`src/rtl/sfx_pkg.sv`:
```
// -----------------------------------------------------------------------------
// sfx_pkg
//   Shared definitions for the sound-effect player: the midscale sample value,
//   the channel FSM state type, channel index assignments for the game's clips
//   and the default clip lengths that the top level ties onto ch_len_i.
// -----------------------------------------------------------------------------
package sfx_pkg;

    localparam int unsigned SFX_NUM_CH   = 6;
    localparam int unsigned SFX_ADDR_W   = 15;
    localparam int unsigned SFX_SAMPLE_W = 8;

    // Silence level for an unsigned 8-bit sample stream.
    localparam logic [SFX_SAMPLE_W-1:0] SFX_MIDSCALE = 8'h80;

    // Channel index of each effect.
    localparam int unsigned CH_EXIT      = 0;
    localparam int unsigned CH_HEARTBEAT = 1;
    localparam int unsigned CH_MONSTER   = 2;
    localparam int unsigned CH_SWORD     = 3;
    localparam int unsigned CH_TREASURE  = 4;
    localparam int unsigned CH_WELCOME   = 5;

    // Default clip lengths in samples (8 kHz sample rate).
    localparam logic [SFX_ADDR_W-1:0] LEN_EXIT      = 15'd12000;
    localparam logic [SFX_ADDR_W-1:0] LEN_HEARTBEAT = 15'd4000;
    localparam logic [SFX_ADDR_W-1:0] LEN_MONSTER   = 15'd16000;
    localparam logic [SFX_ADDR_W-1:0] LEN_SWORD     = 15'd3200;
    localparam logic [SFX_ADDR_W-1:0] LEN_TREASURE  = 15'd9600;
    localparam logic [SFX_ADDR_W-1:0] LEN_WELCOME   = 15'd24000;

    typedef enum logic {
        StIdle,
        StPlay
    } ch_state_e;

    // Packs the default lengths into the flat ch_len layout (ch i at [i*ADDR_W +: ADDR_W]).
    function automatic logic [SFX_NUM_CH*SFX_ADDR_W-1:0] sfx_default_lens();
        logic [SFX_NUM_CH*SFX_ADDR_W-1:0] lens;
        lens = '0;
        lens[CH_EXIT*SFX_ADDR_W      +: SFX_ADDR_W] = LEN_EXIT;
        lens[CH_HEARTBEAT*SFX_ADDR_W +: SFX_ADDR_W] = LEN_HEARTBEAT;
        lens[CH_MONSTER*SFX_ADDR_W   +: SFX_ADDR_W] = LEN_MONSTER;
        lens[CH_SWORD*SFX_ADDR_W     +: SFX_ADDR_W] = LEN_SWORD;
        lens[CH_TREASURE*SFX_ADDR_W  +: SFX_ADDR_W] = LEN_TREASURE;
        lens[CH_WELCOME*SFX_ADDR_W   +: SFX_ADDR_W] = LEN_WELCOME;
        return lens;
    endfunction

endpackage

```
`src/rtl/sfx_tick_gen.sv`:
```
// -----------------------------------------------------------------------------
// sfx_tick_gen
//   Sample-rate tick generator. A counter runs 0..CLK_DIV-1 and sample_tick_o
//   is high for exactly the clk in which the count equals CLK_DIV-1.
// Ports
//   clk_i          system clock
//   reset_i        asynchronous, active-high reset
//   sample_tick_o  1-clk pulse every CLK_DIV clks (registered)
// -----------------------------------------------------------------------------
module sfx_tick_gen #(
    parameter int unsigned CLK_DIV = 3125
) (
    input  logic clk_i,
    input  logic reset_i,
    output logic sample_tick_o
);

    localparam int unsigned       CNT_W = $clog2(CLK_DIV);
    localparam logic [CNT_W-1:0]  LAST  = CNT_W'(CLK_DIV - 1);

    logic [CNT_W-1:0] cnt_q, cnt_d;
    logic             tick_q, tick_d;

    always_comb begin
        cnt_d  = (cnt_q == LAST) ? '0 : cnt_q + CNT_W'(1);
        // Tick is registered alongside the count so it is high while cnt_q == LAST.
        tick_d = (cnt_d == LAST);
    end

    always_ff @(posedge clk_i or posedge reset_i) begin
        if (reset_i) begin
            cnt_q  <= '0;
            tick_q <= 1'b0;
        end else begin
            cnt_q  <= cnt_d;
            tick_q <= tick_d;
        end
    end

    assign sample_tick_o = tick_q;

endmodule

```
`src/rtl/sfx_player.sv`:
```
// -----------------------------------------------------------------------------
// sfx_player
//   Multi-channel one-shot sound-effect sequencer. Each channel walks its own
//   external sample ROM at the sample rate once per trigger rising edge and
//   stops itself at end of clip. Active channels are priority-selected (lowest
//   index wins) into one registered output sample, or summed with saturation
//   when the SFX_MIX_EN macro is defined.
// Ports
//   clk_i          system clock
//   reset_i        asynchronous, active-high reset
//   trigger_i      per-channel start request, rising-edge sensitive
//   ch_len_i       clip length per channel, ch i at [i*ADDR_W +: ADDR_W]
//   rom_addr_o     per-channel ROM address
//   rom_data_i     per-channel ROM data, valid 1 clk after rom_addr_o changes
//   busy_o         channel currently playing
//   done_o         1-clk pulse when a channel plays its last sample
//   sample_tick_o  1-clk pulse at the sample rate
//   sample_out_o   registered output sample
// Configuration
//   SFX_MIX_EN     defined: saturating mix of all contributing channels
//                  undefined: lowest-index contributing channel is output
// -----------------------------------------------------------------------------
module sfx_player
    import sfx_pkg::*;
#(
    parameter int unsigned NUM_CH   = 6,
    parameter int unsigned ADDR_W   = 15,
    parameter int unsigned SAMPLE_W = 8,
    parameter int unsigned CLK_DIV  = 3125
) (
    input  logic                       clk_i,
    input  logic                       reset_i,
    input  logic [NUM_CH-1:0]          trigger_i,
    input  logic [NUM_CH*ADDR_W-1:0]   ch_len_i,
    output logic [NUM_CH*ADDR_W-1:0]   rom_addr_o,
    input  logic [NUM_CH*SAMPLE_W-1:0] rom_data_i,
    output logic [NUM_CH-1:0]          busy_o,
    output logic [NUM_CH-1:0]          done_o,
    output logic                       sample_tick_o,
    output logic [SAMPLE_W-1:0]        sample_out_o
);

    localparam logic [SAMPLE_W-1:0] MIDSCALE = {1'b1, {(SAMPLE_W-1){1'b0}}};

    logic                tick;
    logic [NUM_CH-1:0]   trig_q;
    logic                armed_q;
    logic [NUM_CH-1:0]   trig_edge;
    logic [NUM_CH-1:0]   start;
    logic [NUM_CH-1:0]   contrib;
    logic [SAMPLE_W-1:0] mix_sample;
    logic [SAMPLE_W-1:0] sample_q, sample_d;

    sfx_tick_gen #(
        .CLK_DIV (CLK_DIV)
    ) u_tick_gen (
        .clk_i         (clk_i),
        .reset_i       (reset_i),
        .sample_tick_o (tick)
    );

    assign sample_tick_o = tick;

    // armed_q masks edges in the first clk after reset so a trigger held high
    // through reset release is not mistaken for a fresh 0->1 transition.
    always_ff @(posedge clk_i or posedge reset_i) begin
        if (reset_i) begin
            trig_q  <= '0;
            armed_q <= 1'b0;
        end else begin
            trig_q  <= trigger_i;
            armed_q <= 1'b1;
        end
    end

    assign trig_edge = trigger_i & ~trig_q & {NUM_CH{armed_q}};

    // ------------------------------------------------------------------------
    // Per-channel FSMs
    // ------------------------------------------------------------------------
    for (genvar i = 0; i < NUM_CH; i++) begin : g_ch
        ch_state_e         state_q;
        logic [ADDR_W-1:0] addr_q;
        logic [ADDR_W-1:0] len;
        logic              done_q;
        logic              fresh_q;

        assign len      = ch_len_i[i*ADDR_W +: ADDR_W];
        assign start[i] = trig_edge[i] & (len != '0);
        // fresh_q blocks a tick landing 1 clk after (re)start: the ROM has not
        // yet returned the word for address 0, so that tick is skipped.
        assign contrib[i] = tick & (state_q == StPlay) & ~start[i] & ~fresh_q;

        always_ff @(posedge clk_i or posedge reset_i) begin
            if (reset_i) begin
                state_q <= StIdle;
                addr_q  <= '0;
                done_q  <= 1'b0;
                fresh_q <= 1'b0;
            end else begin
                done_q  <= 1'b0;
                fresh_q <= 1'b0;
                if (start[i]) begin
                    // Start and retrigger look the same; restart beats a coinciding tick.
                    state_q <= StPlay;
                    addr_q  <= '0;
                    fresh_q <= 1'b1;
                end else if (contrib[i]) begin
                    if (addr_q == (len - ADDR_W'(1))) begin
                        state_q <= StIdle;
                        addr_q  <= '0;
                        done_q  <= 1'b1;
                    end else begin
                        addr_q <= addr_q + ADDR_W'(1);
                    end
                end
            end
        end

        assign rom_addr_o[i*ADDR_W +: ADDR_W] = addr_q;
        assign busy_o[i]                      = (state_q == StPlay);
        assign done_o[i]                      = done_q;
    end

    // ------------------------------------------------------------------------
    // Output stage
    // ------------------------------------------------------------------------
`ifdef SFX_MIX_EN
    localparam int unsigned ACC_W = SAMPLE_W + $clog2(NUM_CH) + 1;
    localparam logic signed [ACC_W-1:0] MID_EXT = {{(ACC_W-SAMPLE_W){1'b0}}, MIDSCALE};
    localparam logic signed [ACC_W-1:0] MAX_EXT = {{(ACC_W-SAMPLE_W){1'b0}}, {SAMPLE_W{1'b1}}};

    logic signed [ACC_W-1:0] acc;

    always_comb begin
        acc = MID_EXT;
        for (int i = 0; i < int'(NUM_CH); i++) begin
            if (contrib[i]) begin
                acc = acc + $signed({{(ACC_W-SAMPLE_W){1'b0}}, rom_data_i[i*SAMPLE_W +: SAMPLE_W]})
                    - MID_EXT;
            end
        end
        if (acc < 0) begin
            mix_sample = '0;
        end else if (acc > MAX_EXT) begin
            mix_sample = '1;
        end else begin
            mix_sample = acc[SAMPLE_W-1:0];
        end
    end
`else
    // Walk from the top down so the lowest contributing index ends up selected.
    always_comb begin
        mix_sample = MIDSCALE;
        for (int i = int'(NUM_CH) - 1; i >= 0; i--) begin
            if (contrib[i]) begin
                mix_sample = rom_data_i[i*SAMPLE_W +: SAMPLE_W];
            end
        end
    end
`endif

    always_comb begin
        sample_d = tick ? mix_sample : sample_q;
    end

    always_ff @(posedge clk_i or posedge reset_i) begin
        if (reset_i) begin
            sample_q <= MIDSCALE;
        end else begin
            sample_q <= sample_d;
        end
    end

    assign sample_out_o = sample_q;

endmodule

```
`config.mk`:
```
export PLATFORM = sky130hd
export DESIGN_NAME = sfx_player
export DESIGN_NICKNAME = d
export VERILOG_FILES = /design/src/rtl/sfx_pkg.sv /design/src/rtl/sfx_tick_gen.sv /design/src/rtl/sfx_player.sv
export SDC_FILE = /design/constraint.sdc
export NUM_CORES = 1
export LEC_CHECK = 0
export BUFFER_PORTS_ARGS = -buffer_cell sky130_fd_sc_hd__buf_2
export CAP_MARGIN = 20
export CORE_UTILIZATION = 55
export DETAILED_ROUTE_END_ITERATION = 7
export PLACE_DENSITY = 0.82
export RECOVER_POWER = 50
export SYNTH_ARGS = -nofsm -noshare
export SYNTH_HDL_FRONTEND = slang
export SYNTH_SLANG_ARGS = --single-unit
```
`constraint.sdc`:
```
create_clock -name clk_i -period 7.15 [get_ports clk_i]
set_input_delay 0.715 -clock clk_i [delete_from_list [all_inputs] [get_ports clk_i]]
set_output_delay 0.715 -clock clk_i [all_outputs]
set_load 0.05 [all_outputs]
```
==> impl_metrics.csv <==
group,metric,value,unit
synth,synth_edf_count,0,
finish,nNetsFinal,1664,
synth,yosys.area.top_type,"dfrtp_1",
synth,muxShareOfSynthArea,1.26,%
global_route,grt_pass1_vias,10035,
finish,ff_latch_area,3400,um2
finish,layout_commonest_cell,"buf_2",
clock_tree,clkSlewWorstSetupHoldPaths,0.06,ns
critical_path,crit_required,7.69,ns
placement,gp_congestion,0.992,
timing,fin_skew,0.00951,ns
clock_tree,root_buffer,"clkbuf_16",
timing,setup_viol,0,
synth,synth-seq-cells,136,
synth,synth_cell_type_count,80,
synth,yosys-top-cells-area,"dfrtp_1 32%, xnor2_1 7.1%, xor2_1 5.7%",
timing,finalSetupTns,0,ns
floorplan,core_area,18800,um2
critical_path,cp-end-kind,"asynchronous set/reset pin",
clock_tree,cts_resized,0,
floorplan,rows,50,
critical_path,arrival,3.99,ns
drt,avgViaCountPerCell,6.18,
timing,slew_headroom,-76.2,%
clock_tree,clock-sinks,136,
global_route,antenna_found_initial,25,
global_route,globalRouteOverflowTotal,0,
drt,drt_iter0_drc,663,
clock_tree,h-tree-depth,4,
finish,layout_common_cells,"218 x buf_2, 135 x dfrtp_1, 123 x nor2_1",
synth,synth_top_area_share,32.0,%
finish,stdcell_area,12500,um2
critical_path,startpoint_type,"input pin",
power_and_ir_drop,ir_worst_vdd,161,uV
synth,seq_area_frac_synth,32.3,%
placement,io_buffers,256,
timing,period_share,48.2,%
floorplan,fp.dieH,140,um
job,maxCapViolations,2,
drt,detail-route-antenna-nets,0,
power_and_ir_drop,fin_total_pwr,1.88,mW
critical_path,criticalPathCategory,"in -> async",
synth,async_flop_share,100,%
synth,syn_avg_cell_area,8.19,um2
placement,placed_area,11800,um2
timing,fmax,290,MHz
finish,fillers,1641,
clock_tree,clk_latency,0.43,ns
global_route,grt_pass1_wl,50.2,mm
drt,firstDrtPassIters,5,
finish,multi_input_area,6650,um2
synth,synth_compound_area_share,16.8,%
synth,synth_cells,1287,
clock_tree,cts_hold_buf,0,
global_route,grt_util_all_layers,32.1,%
synth,syn_nets,1453,
drt,drt_wl_total,31.6,mm
floorplan,die_w,140,um
run_status,outcome,"complete, but fails checks",
floorplan,ios,257,
finish,area_growth,18.3,%
synth,yosys.area_share.simple,29.4,%
power_and_ir_drop,p_leak,5.43,nW
timing,max_slew.worst_pin.slew,2.63,ns
floorplan,start_util,56.2,%
drt,via_count,10913,
floorplan,dieArea,19700,um2
timing,rsz0062_at_grt,"false",
clock_tree,cts_tree,"built",
critical_path,regToRegSetupSlack,4.06,ns
clock_tree,cts_buffers,17,
clock_tree,post_cts_buffers,0,
synth,syn_area,10500,um2
synth,synthAdderAreaFrac,2.37,%
global_route,grt_max_degree,78,
worst_hold_path,holdCritPathClass,"in -> reg",
placement,dp_hpwl,23.5,mm
timing,min_period,3.45,ns
drt,drc_errors,0,
critical_path,cp_max_fo,60,
run_status,violations,"capacitance limit, slew limit",
synth,synth_top_family_by_area,"simple AND/OR/NAND/NOR gates",
synth,synth_flop_cell,"dfrtp_1",
drt,wl_per_cell,17.9,um
synth,synth_xor_area_share,13.1,%
clock_tree,ctsLongestPathBuffers,2,
power_and_ir_drop,pwr_density_cell,151,nW/um2
synth,ys_warn_count,0,
timing,finalHoldViolCount,0,
timing,finalMaxSlewViolations,89,
finish,post_route_cells_drive_above_1_share,20.3,%
==> path summary, 6_finish.rpt <==
path | startpoint | endpoint | cells past startpoint
max | reset_i | sample_out_o[7]$_DFFE_PP1P_ | 4
min | trigger_i[5] | trig_q[5]$_DFF_PP0_ | 1
max reg2reg | g_ch[5].addr_q[8]$_DFFE_PP0P_ | g_ch[5].addr_q[11]$_DFFE_PP0P_ | 7
min reg2reg | u_tick_gen.cnt_q[6]$_DFF_PP0_ | u_tick_gen.cnt_q[6]$_DFF_PP0_ | 1
max in group clk_i | ch_len_i[30] | g_ch[2].addr_q[13]$_DFFE_PP0P_ | 10
min in group asynchronous | reset_i | g_ch[3].addr_q[10]$_DFFE_PP0P_ | 2
==> where the power goes <==
| part | switching, mW | internal [mW] | leakage [nW] |
|---|---|---|---|
| clock | 0.340 | 0.540 | 0.281 |
| sequential | 0.00493 | 0.776 | 1.80 |
| combinational | 0.133 | 0.0854 | 3.35 |
==> routing by layer <==
layer	wire (um)	global-route usage, %	part of all wire, %
met1	12900	41.0	41
met2	14800	51.0	47
met3	2490	7.62	7.9
met4	1330	15.7	4.2
met5	73	0	0.23
==> worst max-delay path: stages <==
cell,delay [ns]
buf_2,0.10
clkinvlp_2,1.47
clkbuf_1,1.33
buf_16,0.33
==> stage by stage <==
stage / cells / hold slack, ns / worst slack (ns) / util, %
finish: 1766 / 0.409 / 3.70 / 66.4
floorplan: 1287 / 0.460 / 2.80 / -
global placement: 1706 / 0.493 / 3.53 / 62.9
detailed placement: 1708 / 0.499 / 3.40 / 63.0
global route: 1760 / 0.401 / 3.12 / 66.3
CTS: 1740 / 0.362 / 3.82 / 66.1
==> kinds of logic after synthesis <==
group	count (synthesis)
AND/OR/NAND/NOR	587
adder cells (fa/ha/maj)	20
XOR/XNOR	156
AO/OA/AOI/OAI	264
other	1
multiplexers	13
buffers and inverters	110
flip-flops	136
==> cells in the mapped netlist (all sizes together) (8+ instances only) <==
cell	n
dfrtp	135
nor2	125
nand2	120
xnor2	86
a31oi	78
xor2	69
nor3	66
nand3	56
clkbuf	55
a21oi	54
and3	38
o21ai	37
inv	34
nor4	32
nand4	26
buf	21
ha	20
nor2b	20
nand3b	16
or4	15
nand2b	12
mux2i	11
nor4b	10
or3	10
a211oi	9
a22oi	9
a31o	9
nor3b	9
o2111ai	9
o211ai	8
==> area by class of cell <==
| class | count | share of cell area (%) |
|---|---|---|
| timing repair buffer | 268 | 10.8 |
| sequential | 136 | 27.3 |
| antenna | 21 | 0.422 |
| multi-input combinational | 1041 | 53.3 |
| inverter | 34 | 1.03 |
| clock buffer | 21 | 3.77 |
| tap | 234 | 2.35 |
| clock inverter | 11 | 0.984 |
==> registers in the layout, summed over array words and instances (netlist names) <==
register	flops
armed_q	1
g_ch.addr_q	90
g_ch.done_q	6
g_ch.fresh_q	6
g_ch.state_q	6
sample_out_o	8
trig_q	6
u_tick_gen.cnt_q	12
u_tick_gen.sample_tick_o	1
Note: power is estimated with default switching activity, not from simulation.
